File: src/rtl/mult_pkg.sv
// rtl/mult_pkg.sv - shared constants and state encoding for the shift-add multiplier
package mult_pkg;
  localparam int WIDTH      = 32;
  localparam int ITERATIONS = 32;
  localparam int ITER_W     = 6;

  typedef enum logic [1:0] {
    IDLE = 2'd0,
    LOAD = 2'd1,
    CALC = 2'd2,
    DONE = 2'd3
  } state_t;
endpackage

File: src/rtl/mult_adder.sv
// rtl/mult_adder.sv - unsigned adder with carry-out feeding the product register
module mult_adder import mult_pkg::*; #(
  parameter int W = WIDTH
) (
  input  logic [W-1:0] a,
  input  logic [W-1:0] b,
  output logic [W-1:0] sum,
  output logic         carry
);
  assign {carry, sum} = {1'b0, a} + {1'b0, b};
endmodule

File: src/rtl/mult_control.sv
// rtl/mult_control.sv - sequencer, multiplicand register and adder for the shift-add multiplier
module mult_control import mult_pkg::*; #(
  parameter int WIDTH  = mult_pkg::WIDTH,
  parameter int ITER_W = mult_pkg::ITER_W
) (
  input  logic             clk,
  input  logic             rst,
  input  logic             start,
  input  logic [WIDTH-1:0] multiplicand_i,
  input  logic             lsb,
  input  logic [WIDTH-1:0] alusrc2,
  output logic             run,
  output logic             srtctrl,
  output logic             wrctrl,
  output logic [WIDTH-1:0] alu_o,
  output logic             overflow,
  output logic             ready,
  output logic             busy
);
  state_t             state, state_nxt;
  logic [ITER_W-1:0]  cnt;
  logic [WIDTH-1:0]   mcand;
  logic               accept;
  logic               last_iter;

  // start is only honoured when no multiply is in flight
  assign accept    = start && (state == IDLE || state == DONE);
  assign last_iter = (cnt == ITER_W'(ITERATIONS - 1));

  always_ff @(posedge clk or posedge rst) begin
    if (rst) begin
      state <= IDLE;
      cnt   <= '0;
      mcand <= '0;
    end else begin
      state <= state_nxt;
      if (accept) begin
        mcand <= multiplicand_i;
        cnt   <= '0;
      end else if (state == CALC) begin
        cnt <= cnt + 1'b1;
      end
    end
  end

  always_comb begin
    state_nxt = state;
    run       = 1'b0;
    srtctrl   = 1'b0;
    wrctrl    = 1'b0;
    ready     = 1'b0;
    busy      = 1'b0;
    case (state)
      IDLE: if (accept) state_nxt = LOAD;
      LOAD: begin
        run       = 1'b1;
        busy      = 1'b1;
        state_nxt = CALC;
      end
      CALC: begin
        srtctrl = 1'b1;
        wrctrl  = lsb;
        busy    = 1'b1;
        if (last_iter) state_nxt = DONE;
      end
      DONE: begin
        ready = 1'b1;
        if (accept) state_nxt = LOAD;
      end
      default: state_nxt = IDLE;
    endcase
  end

  mult_adder #(.W(WIDTH)) u_adder (
    .a     (alusrc2),
    .b     (mcand),
    .sum   (alu_o),
    .carry (overflow)
  );
endmodule

File: config.mk
export PLATFORM = sky130hd
export DESIGN_NAME = mult_control
export DESIGN_NICKNAME = d
export VERILOG_FILES = /design/src/rtl/mult_pkg.sv /design/src/rtl/mult_adder.sv /design/src/rtl/mult_control.sv
export SDC_FILE = /design/constraint.sdc
export NUM_CORES = 1
export LEC_CHECK = 0
export CAP_MARGIN = 10
export CORE_MARGIN = 4
export CORE_UTILIZATION = 45
export CTS_CLUSTER_DIAMETER = 100
export DETAILED_ROUTE_END_ITERATION = 8
export PLACE_DENSITY = 0.74
export SYNTH_ARGS = -nofsm -noshare
export SYNTH_HDL_FRONTEND = slang
export SYNTH_SLANG_ARGS = --single-unit
File: constraint.sdc
create_clock -name clk -period 6.8 [get_ports clk]
set_input_delay 2.04 -clock clk [delete_from_list [all_inputs] [get_ports clk]]
set_output_delay 2.04 -clock clk [all_outputs]
set_load 0.03 [all_outputs]
==> results.md, run 1 <==
- Status: complete, no violations
- First-pass GRT wire length: ~16000 µm
- Height of the die: roughly 96 µm
- # diodes: 0
- CP max stage cell: clkdlybuf4s50_1
- Sequential fraction of the synthesis area: between 20% and 30%
- Nets: 625
- Hold_buf cts: 0
- Clock skew: 0.0166 ns
- Die area: around 9200 µm²
- Worst R2R Setup Slack: 4.70 ns
- Initial Util: around 47%
- TritonCTS clock tree: done
- Most used cell, CP: buf_4
- Detail Route Antenna Nets: 0
- Final min period: 6.67 ns
- Crit start category: input pin
- Cells after synthesis: 380
- PwrDens: ~610 nW/µm²
- Final instance area: 4950 µm²
- HP Class: reg2reg
- Netlist cell types: 56
- CP max FO: 5
- IO Pins: approximately 110
- Vias in the first global route: approximately 3.4k
- Tightest Pin Transition: around 0.92 ns
- Final core utilization: 67.1%
- Max-slew headroom: slightly below 40%
- Pre-antenna DRT Iters: 4
- RSZ-0062 raised after global routing: no
- Via count: around 3.4k
- #FFs+latches synth: 40
- H-Tree Depth: 2
- Root buffer cell: clkbuf_8
- Post-Syn Nets: 486
- Final WL: about 9700 µm
- Top-count cell post-synth: dfrtp_1
- Share of layout cells above drive strength 1: about 23%
- Final WS setup: between 0.1 and 0.15 ns
- Final Cycle Share: 98.1%
- Drt drc: 0
- CTS buffer count: 5
- Setup TNS: 0 ns
- Gpl congestion: 0.875
- Mapped Area: 3470 µm²
- Pre-CTS setup slack: -0.469 ns
- WP data arrival: 4.63 ns
- Clk pin slew, worst setup/hold paths: 0.08 ns
- Port buffer count: 105
- Post-synth EDFFs: 0
- Pleak: 2.22 nW
- Highest Clock Rate: 150 MHz
- Core area: 7370 µm²
- Iter 0 DRT Violations: 105
- FP Rows: 31
- DR WL/cell: 15.6 µm
- Top delay family on crit path: compound AO/OA/AOI/OAI gates
- Global Route Usage Sum: a little over a fifth
- Syn. warnings: 0
- Final HPWL DP: 7780 µm
- Synth-to-layout area growth: 42.6%
- Post-synth top flop: dfrtp_1
- Commonest cells post-synth: 40 x dfrtp_1, 37 x ha_1, 34 x nand2_1
- Total gr overflow: 0
- Max Slew Vio Count: 0
- Placed cell area: 4800 µm²
- Yosys top cell area share: 28.8%
- Post-synth top area cell: dfrtp_1
- Clk sink count: 40
- Hold Violations, Final: 0
- CP max stage delay: 0.40 ns
- Max_cap viols: 0
- WS Path Type: in2out
- Dominant cells by area after synthesis: dfrtp_1 29%, ha_1 13%, mux2_2 10%
- CP endpoint kind: output pin
- Fraction of registers with async set/reset: 100%
- Avg Vias per Cell: ~5.5
- CP bufs+invs: 3
- CP required: ~4.8 ns
- Ordered list of cells on the worst path: clkdlybuf4s50_1 -> ha_1 -> buf_4 -> and3_1 -> a221oi_1 -> o21ai_0 -> or3_1 -> a211o_1 -> o311ai_2 -> xnor2_1 -> buf_4
- Filler cell count in the final layout: around 610
- Worst IR Drop VDD: 0.415 mV
- Clock buffer depth: 2
- Final setup viols: 0
- Antenna violations before repair: 0
- Worst skew pair latency: a little over 0.3 ns
- Largest net degree at the start of global routing: 41
- Die width: 95.8 µm
- Synth Area per Inst: 9.13 µm²
==> power by group <==
part	internal, mW	switching, mW	total (mW)	leakage [nW]
Clock	0.0729	0.0979	0.171	0.0404
Combinational	1.06	1.37	2.43	1.70
Sequential	0.351	0.0704	0.421	0.480
Total	1.49	1.54	3.02	2.22
==> final cells by class <==
cell class	instances	area, µm²	area share [%]
repair buffers	144	1290	26.1
flip-flops and latches	40	1000	20.2
well taps	99	124	2.50
clock buffers	5	68.8	1.39
clock inverters	3	23.8	0.480
inverters	12	45.0	0.910
multi-input cells	316	2390	48.4
==> worst paths after layout <==
check	from	endpoint	depth (start not counted)
setup / recovery	alusrc2[26]	alu_o[30]	11
hold / removal	mcand[6]$_DFFE_PP0P_	mcand[6]$_DFFE_PP0P_	1
setup reg to reg	state[0]$_DFFE_PP0P_	mcand[11]$_DFFE_PP0P_	4
hold reg to reg	mcand[6]$_DFFE_PP0P_	mcand[6]$_DFFE_PP0P_	1
max in group asynchronous	rst	cnt[2]$_DFFE_PP0P_	3
min in group asynchronous	rst	mcand[22]$_DFFE_PP0P_	3
==> through the flow <==
| step | instances | hold WS [ns] | total power, mW |
|---|---|---|---|
| floorplan | 380 | 0.485 | 2.01 |
| global placement | 608 | 0.495 | 2.80 |
| detailed placement | 608 | 0.501 | 2.84 |
| CTS | 618 | 0.522 | 3.03 |
| global route | 619 | 0.541 | 3.25 |
| finish | 619 | 0.519 | 3.02 |
==> layer usage <==
| metal | global-route usage [%] | up-vias | share of wire (%) |
|---|---|---|---|
| li1 | - | 1680 | - |
| met1 | 26.6 | 1591 | 43 |
| met2 | 38.2 | 91 | 50 |
| met3 | 3.75 | 12 | 5.4 |
| met4 | 5.57 | 0 | 1.6 |
| met5 | 0 | - | 0 |
==> cell families (layout without fill, tap and decap cells) <==
logic type	Yosys count	after routing	synth area share, %
XOR/XNOR	27	27	6.82
AND/OR/NAND/NOR	115	115	15.8
flip-flops	40	40	28.8
adder cells (fa/ha/maj)	38	38	13.9
buffers and inverters	24	164	3.06
multiplexers	35	35	11.3
AO/OA/AOI/OAI	101	101	20.3
==> registers in the layout (all words and copies together) (netlist names) <==
register  count
mcand        32
cnt           6
state         2
==> cells in the final DEF (no fill, tap or decap), types with 4 or more instances in the layout <==
cell type        count
a211oi_1             5
a21o_1              12
a21oi_1             30
and2_1               4
and3_1               5
buf_4               59
clkbuf_8             5
clkdlybuf4s50_1     79
dfrtp_1             40
ha_1                36
inv_1               12
mux2_2              32
nand2_1             34
nand3_1              9
nand4_1              7
nor2_1              32
nor3_1               8
o21a_1               4
o21ai_0             16
o21bai_1             4
xnor2_1             16
xor2_1              11
==> what timing repair did <==
item                                    in CTS  in global routing
pin swaps                                    3                  8
setup buffers                                2                  1
gates resized for setup                      8                 10
endpoints found under the setup margin       6                  9
(Power assumes the default switching activity.)
==> run 2: changes to the inputs <==
Settings changed: RECOVER_POWER set to 25.
==> run 2 against run 1 <==
- the flow now finishes with violations (capacitance limit, slew limit)
- fmax about the same
- sequential cell count unchanged
- core utilization is 0.051 points lower
- largest power group unchanged
- highest routed layer unchanged
==> results.md, run 2 (synthesis gave the netlist of run 1 again) <==
- Status: complete, but fails checks (was complete, no violations)
- Failing checks: capacitance limit, slew limit
- WHS Path Cells: 1 (unchanged)
- Post-Layout Cell Count: 619 (unchanged)
- WHS: 0.519 ns (about the same)
- Core area: 7370 µm² (unchanged)
- Total gr overflow: 0 (unchanged)
- PwrDens: 612 nW/µm² (was 611 nW/µm²)
- Detail Route Antenna Nets: 0 (unchanged)
- Max-slew headroom: -48.4% (was 38.9%)
- CTS buffer count: 5 (unchanged)
- Root buffer cell: clkbuf_8 (unchanged)
- Dpl cells: 608 (unchanged)
- Pre-CTS setup slack: -0.469 ns (unchanged)
- CP required: 4.76 ns (about the same)
- Hold Violations, Final: 0 (unchanged)
- Nets: 625 (unchanged)
- Clk sink count: 40 (unchanged)
- CP max stage cell: clkdlybuf4s50_1 (unchanged)
- Critical path depth: 11 (unchanged)
- Iter 0 DRT Violations: 111 (was 105)
- Antenna violations before repair: 0 (unchanged)
- Max reg flops: 32 (unchanged)
- Pre-antenna DRT Iters: 4 (unchanged)
- # diodes: 0 (unchanged)
- Footprint of the multi-input gates: 2390 µm² (unchanged)
- Final WS setup: 0.127 ns (was 0.129 ns)
- Commonest non-fill, non-tap cell in the layout: clkdlybuf4s50_1 (unchanged)
- DR WL/cell: 15.7 µm (was 15.6 µm)
- Global Route Usage Sum: 21.4% (unchanged)
- HP Class: reg2reg (unchanged)
- Drt drc: 0 (unchanged)
- IO Pins: 106 (unchanged)
- Final setup viols: 0 (unchanged)
- Die area: 9180 µm² (unchanged)
- Clock skew: 0.0168 ns (was 0.0166 ns)
- First-pass GRT wire length: 15700 µm (unchanged)
- Vias in the first global route: 3447 (unchanged)
- Clock buffer depth: 2 (unchanged)
- Largest net degree at the start of global routing: 41 (unchanged)
- Initial Util: 47.1% (unchanged)
- Reg with most FFs: mcand (unchanged)
- Final min period: 6.67 ns (about the same)
- Final Cycle Share: 98.1% (about the same)
- Top delay family on crit path: compound AO/OA/AOI/OAI gates (unchanged)
- Crit start category: input pin (unchanged)
- Worst skew pair latency: 0.31 ns (about the same)
- Placed cell area: 4800 µm² (unchanged)
- Die width: 95.8 µm (unchanged)
- Clk pin slew, worst setup/hold paths: 0.08 ns (about the same)
- Pleak: 2.22 nW (about the same)
- Final WL: 9700 µm (was 9670 µm)
- TritonCTS clock tree: done (unchanged)
- Worst IR Drop VDD: 0.416 mV (was 0.415 mV)
- CP max stage delay: 0.40 ns (about the same)
- Regs by FF count: mcand: 32 flops, cnt: 6 flops, state: 2 flops (unchanged)
- Avg Vias per Cell: 5.47 (was 5.45)
- Final instance area: 4940 µm² (was 4950 µm²)
- Via count: 3386 (was 3374)
- WP data arrival: 4.63 ns (about the same)
- Ordered list of cells on the worst path: clkdlybuf4s50_1 -> ha_1 -> buf_4 -> and3_1 -> a221oi_1 -> o21ai_0 -> or3_1 -> a211o_1 -> o311ai_2 -> xnor2_1 -> buf_4 (unchanged)
- CP endpoint kind: output pin (unchanged)
- Most frequent cells in the layout: 77 x clkdlybuf4s50_1, 58 x buf_4, 40 x dfrtp_1 (was 79 x clkdlybuf4s50_1, 59 x buf_4, 40 x dfrtp_1)
- Gpl congestion: 0.875 (unchanged)
- FP Rows: 31 (unchanged)
- CP bufs+invs: 3 (unchanged)
- Height of the die: 95.8 µm (unchanged)
- CP max FO: 5 (unchanged)
- Share of layout cells above drive strength 1: 22.3% (was 22.5%)
- Filler cell count in the final layout: 607 (unchanged)
- Port buffer count: 105 (unchanged)
- Max Slew Vio Count: 41 (was 0)
- H-Tree Depth: 2 (unchanged)
- Max_cap viols: 1 (was 0)
- Reg2Reg Depth: 4 (unchanged)
- WS Path Type: in2out (unchanged)
- Final HPWL DP: 7780 µm (unchanged)
- Final core utilization: 67.1% (about the same)
- Register area: 1000 µm² (unchanged)
- Highest Clock Rate: 150 MHz (about the same)
- RSZ-0062 raised after global routing: no (unchanged)
- Most used cell, CP: buf_4 (unchanged)
- Tightest Pin Transition: 2.23 ns (was 0.917 ns)
- Synth-to-layout area growth: 42.5% (was 42.6%)
[run 2: cell types whose count changed in the layout (fill, tap and decap cells not counted), sizes merged]
cell and delta:
dlygate4sd3 +2, clkdlybuf4s50 -2, clkbuf +1, buf -1
[run 2: metrics by stage]
stage	power, mW	setup TNS, ns
2_1_floorplan	2.01	0
5_1_grt	3.25	0
3_3_place_gp	2.80	-0.972
3_5_place_dp	2.84	-1.07
4_1_cts	3.03	-0.0165
6_report	3.02	0
[run 2: path summary, 6_finish.rpt]
check | from | endpoint | slack [ns]
max | alusrc2[26] | alu_o[30] | 0.13
max in group asynchronous | rst | cnt[2]$_DFFE_PP0P_ | 2.53
min reg2reg | mcand[6]$_DFFE_PP0P_ | mcand[6]$_DFFE_PP0P_ | 0.52
max reg2reg | state[0]$_DFFE_PP0P_ | mcand[11]$_DFFE_PP0P_ | 4.69
min in group asynchronous | rst | mcand[22]$_DFFE_PP0P_ | 3.00
min | mcand[6]$_DFFE_PP0P_ | mcand[6]$_DFFE_PP0P_ | 0.52
[run 2: layout make-up]
class	count	share of cell area (%)
Timing Repair Buffer	144	26.1
Inverter	12	0.911
Clock inverter	3	0.481
Multi-Input combinational cell	316	48.4
Tap cell	99	2.51
Sequential cell	40	20.2
Clock buffer	5	1.39
[run 2: timing repair]
action                                  4_1_cts  5_1_grt
hold buffers                                  0        0
pin swaps                                     3        8
cloned                                        0        0
endpoints found under the setup margin        6        9
resized for setup                             8       10
setup buffers                                 2        1
[run 2: layer usage]
metal / vias to the layer above / track usage, % / part of all wire (%)
met5: - / 0 / 0
li1: 1682 / - / -
met2: 99 / 38.2 / 50
met3: 10 / 3.75 / 5.4
met1: 1595 / 26.6 / 43
met4: 0 / 5.57 / 1.4
[run 2: report_power, final]
group | internal (mW) | switching (mW)
sequential | 0.351 | 0.0703
clock | 0.0729 | 0.0976
combinational | 1.06 | 1.37
==> run 3: changes to the inputs <==
Settings changed: CORE_UTILIZATION 45 to 48, PLACE_DENSITY 0.74 to 0.79.
==> run 3 against run 2 <==
- the run still ends with capacitance limit, slew limit left
- via count is 0.77% higher
- worst hold slack worse by 0.0030 ns
- clock power is 64% higher
- critical path type unchanged
==> results.md, run 3 (synthesis gave the netlist of run 1 again) <==
- Status: complete, but fails checks (unchanged)
- Failing checks: capacitance limit, slew limit (unchanged)
- Root buffer cell: clkbuf_8 (unchanged)
- Via count: 3412 (was 3386)
- Die area: 8650 µm² (was 9180 µm²)
- CP endpoint kind: output pin (unchanged)
- Reg with most FFs: mcand (unchanged)
- Crit start category: input pin (unchanged)
- Commonest non-fill, non-tap cell in the layout: clkdlybuf4s50_1 (unchanged)
- CTS buffer count: 5 (unchanged)
- Max-slew headroom: -49.0% (was -48.4%)
- Tightest Pin Transition: 2.24 ns (was 2.23 ns)
- Hold Violations, Final: 0 (unchanged)
- Combinational power share: 77.7% (was 80.4%)
- Final setup viols: 0 (unchanged)
- Critical path depth: 12 (was 11)
- WP data arrival: 4.65 ns (was 4.63 ns)
- Die width: 93.0 µm (was 95.8 µm)
- Max reg flops: 32 (unchanged)
- Drt drc: 0 (unchanged)
- Filler cell count in the final layout: 541 (was 607)
- Final min period: 6.69 ns (was 6.67 ns)
- Largest net degree at the start of global routing: 41 (unchanged)
- Max Slew Vio Count: 41 (unchanged)
- Flop pwr share: 13.4% (was 13.9%)
- Final HPWL DP: 7590 µm (was 7780 µm)
- FP Rows: 30 (was 31)
- Clock buffer depth: 2 (unchanged)
- H-Tree Depth: 2 (unchanged)
- Hold_buf cts: 0 (unchanged)
- CP max FO: 4 (was 5)
- WHS Path Cells: 1 (unchanged)
- First-pass GRT wire length: 16200 µm (was 15700 µm)
- Global Route Usage Sum: 23.0% (was 21.4%)
- Pint: 1.59 mW (was 1.49 mW)
- PwrDens: 628 nW/µm² (was 612 nW/µm²)
- Port buffer count: 105 (unchanged)
- DR WL/cell: 15.9 µm (was 15.7 µm)
- CP max stage cell: clkdlybuf4s50_1 (unchanged)
- IO Pins: 106 (unchanged)
- Final Cycle Share: 98.4% (was 98.1%)
- Iter 0 DRT Violations: 159 (was 111)
- Pleak: 2.22 nW (about the same)
- TritonCTS clock tree: done (unchanged)
- HP Class: reg2reg (unchanged)
- Height of the die: 93.0 µm (was 95.8 µm)
- Total gr overflow: 0 (unchanged)
- Final WL: 9740 µm (was 9700 µm)
- Max_cap viols: 1 (unchanged)
- CP required: 4.76 ns (about the same)
- Final core utilization: 72.2% (was 67.1%)
- # diodes: 0 (unchanged)
- Psw: 1.54 mW (about the same)
- Register area: 1000 µm² (unchanged)
- Reg2Reg Depth: 4 (unchanged)
- Share of layout cells above drive strength 1: 22.1% (was 22.3%)
- Clock power frac: 8.9% (was 5.6%)
- Detail Route Antenna Nets: 0 (unchanged)
- Clock skew: 0.00670 ns (was 0.0168 ns)
- Worst skew pair latency: 0.30 ns (was 0.31 ns)
- CP bufs+invs: 3 (unchanged)
- Vias in the first global route: 3544 (was 3447)
- Core area: 6910 µm² (was 7370 µm²)
- Nets: 622 (was 625)
- Highest Clock Rate: 149 MHz (was 150 MHz)
- Ordered list of cells on the worst path: clkdlybuf4s50_1 -> ha_2 -> fa_2 -> a21o_1 -> a221o_1 -> a21oi_4 -> o31ai_4 -> buf_6 -> a211o_1 -> o311ai_2 -> xnor2_1 -> buf_4 (was clkdlybuf4s50_1 -> ha_1 -> buf_4 -> and3_1 -> a221oi_1 -> o21ai_0 -> or3_1 -> a211o_1 -> o311ai_2 -> xnor2_1 -> buf_4)
- Design Power: 3.13 mW (was 3.02 mW)
- RSZ-0062 raised after global routing: no (unchanged)
- Pre-antenna DRT Iters: 5 (was 4)
- Synth-to-layout area growth: 43.6% (was 42.5%)
- Antenna violations before repair: 0 (unchanged)
- Clk sink count: 40 (unchanged)
- Worst IR Drop VDD: 0.391 mV (was 0.416 mV)
- Most frequent cells in the layout: 79 x clkdlybuf4s50_1, 55 x buf_4, 40 x dfrtp_1 (was 77 x clkdlybuf4s50_1, 58 x buf_4, 40 x dfrtp_1)
- Top delay family on crit path: compound AO/OA/AOI/OAI gates (unchanged)
- Setup TNS: 0 ns (unchanged)
- Regs by FF count: mcand: 32 flops, cnt: 6 flops, state: 2 flops (unchanged)
- WS Path Type: in2out (unchanged)
- Gpl congestion: 0.876 (was 0.875)
- Clk pin slew, worst setup/hold paths: 0.08 ns (about the same)
- Avg Vias per Cell: 5.57 (was 5.47)
- Footprint of the multi-input gates: 2400 µm² (was 2390 µm²)
- Initial Util: 50.2% (was 47.1%)
- CP max stage delay: 0.40 ns (about the same)
- Net Sw Frac: 49.3% (was 50.9%)
==> run 3: what timing repair did <==
action	CTS	global route
setup endpoints to repair	7	11
pin swaps	9	10
buffers inserted	4	1
gates resized for setup	9	12
==> run 3: path summary, 6_finish.rpt <==
kind                                       from               endpoint  slack (ns)
hold reg to reg            mcand[6]$_DFFE_PP0P_   mcand[6]$_DFFE_PP0P_        0.52
hold / removal             mcand[6]$_DFFE_PP0P_   mcand[6]$_DFFE_PP0P_        0.52
setup reg to reg           state[0]$_DFFE_PP0P_  mcand[13]$_DFFE_PP0P_        4.71
max in group asynchronous                   rst  mcand[10]$_DFFE_PP0P_        2.51
min in group asynchronous                   rst   mcand[8]$_DFFE_PP0P_        3.01
setup / recovery                     alusrc2[0]              alu_o[30]        0.11
==> run 3: per-layer routing <==
| metal | vias to the layer above | GRT usage (%) | share of wire [%] |
|---|---|---|---|
| li1 | 1673 | - | - |
| met5 | - | 0 | 0 |
| met3 | 10 | 4.10 | 5.3 |
| met4 | 0 | 5.25 | 0.99 |
| met2 | 106 | 42.5 | 51 |
| met1 | 1623 | 27.5 | 42 |
==> run 3: final cells by class <==
type | instances | area share, %
inverter | 12 | 0.904
clock inverter | 3 | 1.81
sequential | 40 | 20.1
timing repair buffer | 141 | 25.3
multi-input combinational | 316 | 48.1
tap | 96 | 2.41
clock buffer | 5 | 1.38
==> run 3: per-stage QoR <==
step           instances  cell area, µm²  setup WS [ns]  hold WS (ns)
6_report             613            4980          0.107         0.516
5_1_grt              613            4980        0.00105         0.542
4_1_cts              612            4970        -0.0461         0.522
3_5_place_dp         600            4760         -0.494         0.502
3_3_place_gp         600            4760         -0.453         0.497
2_1_floorplan        380            3470          0.257         0.485
==> run 3: power groups by stage <==
stage	clock (mW)	sequential (mW)	combinational, mW
2_1_floorplan	0	0.403	1.61
3_3_place_gp	0	0.419	2.34
3_5_place_dp	0	0.425	2.39
4_1_cts	0.287	0.421	2.42
5_1_grt	0.295	0.433	2.62
6_report	0.278	0.420	2.43
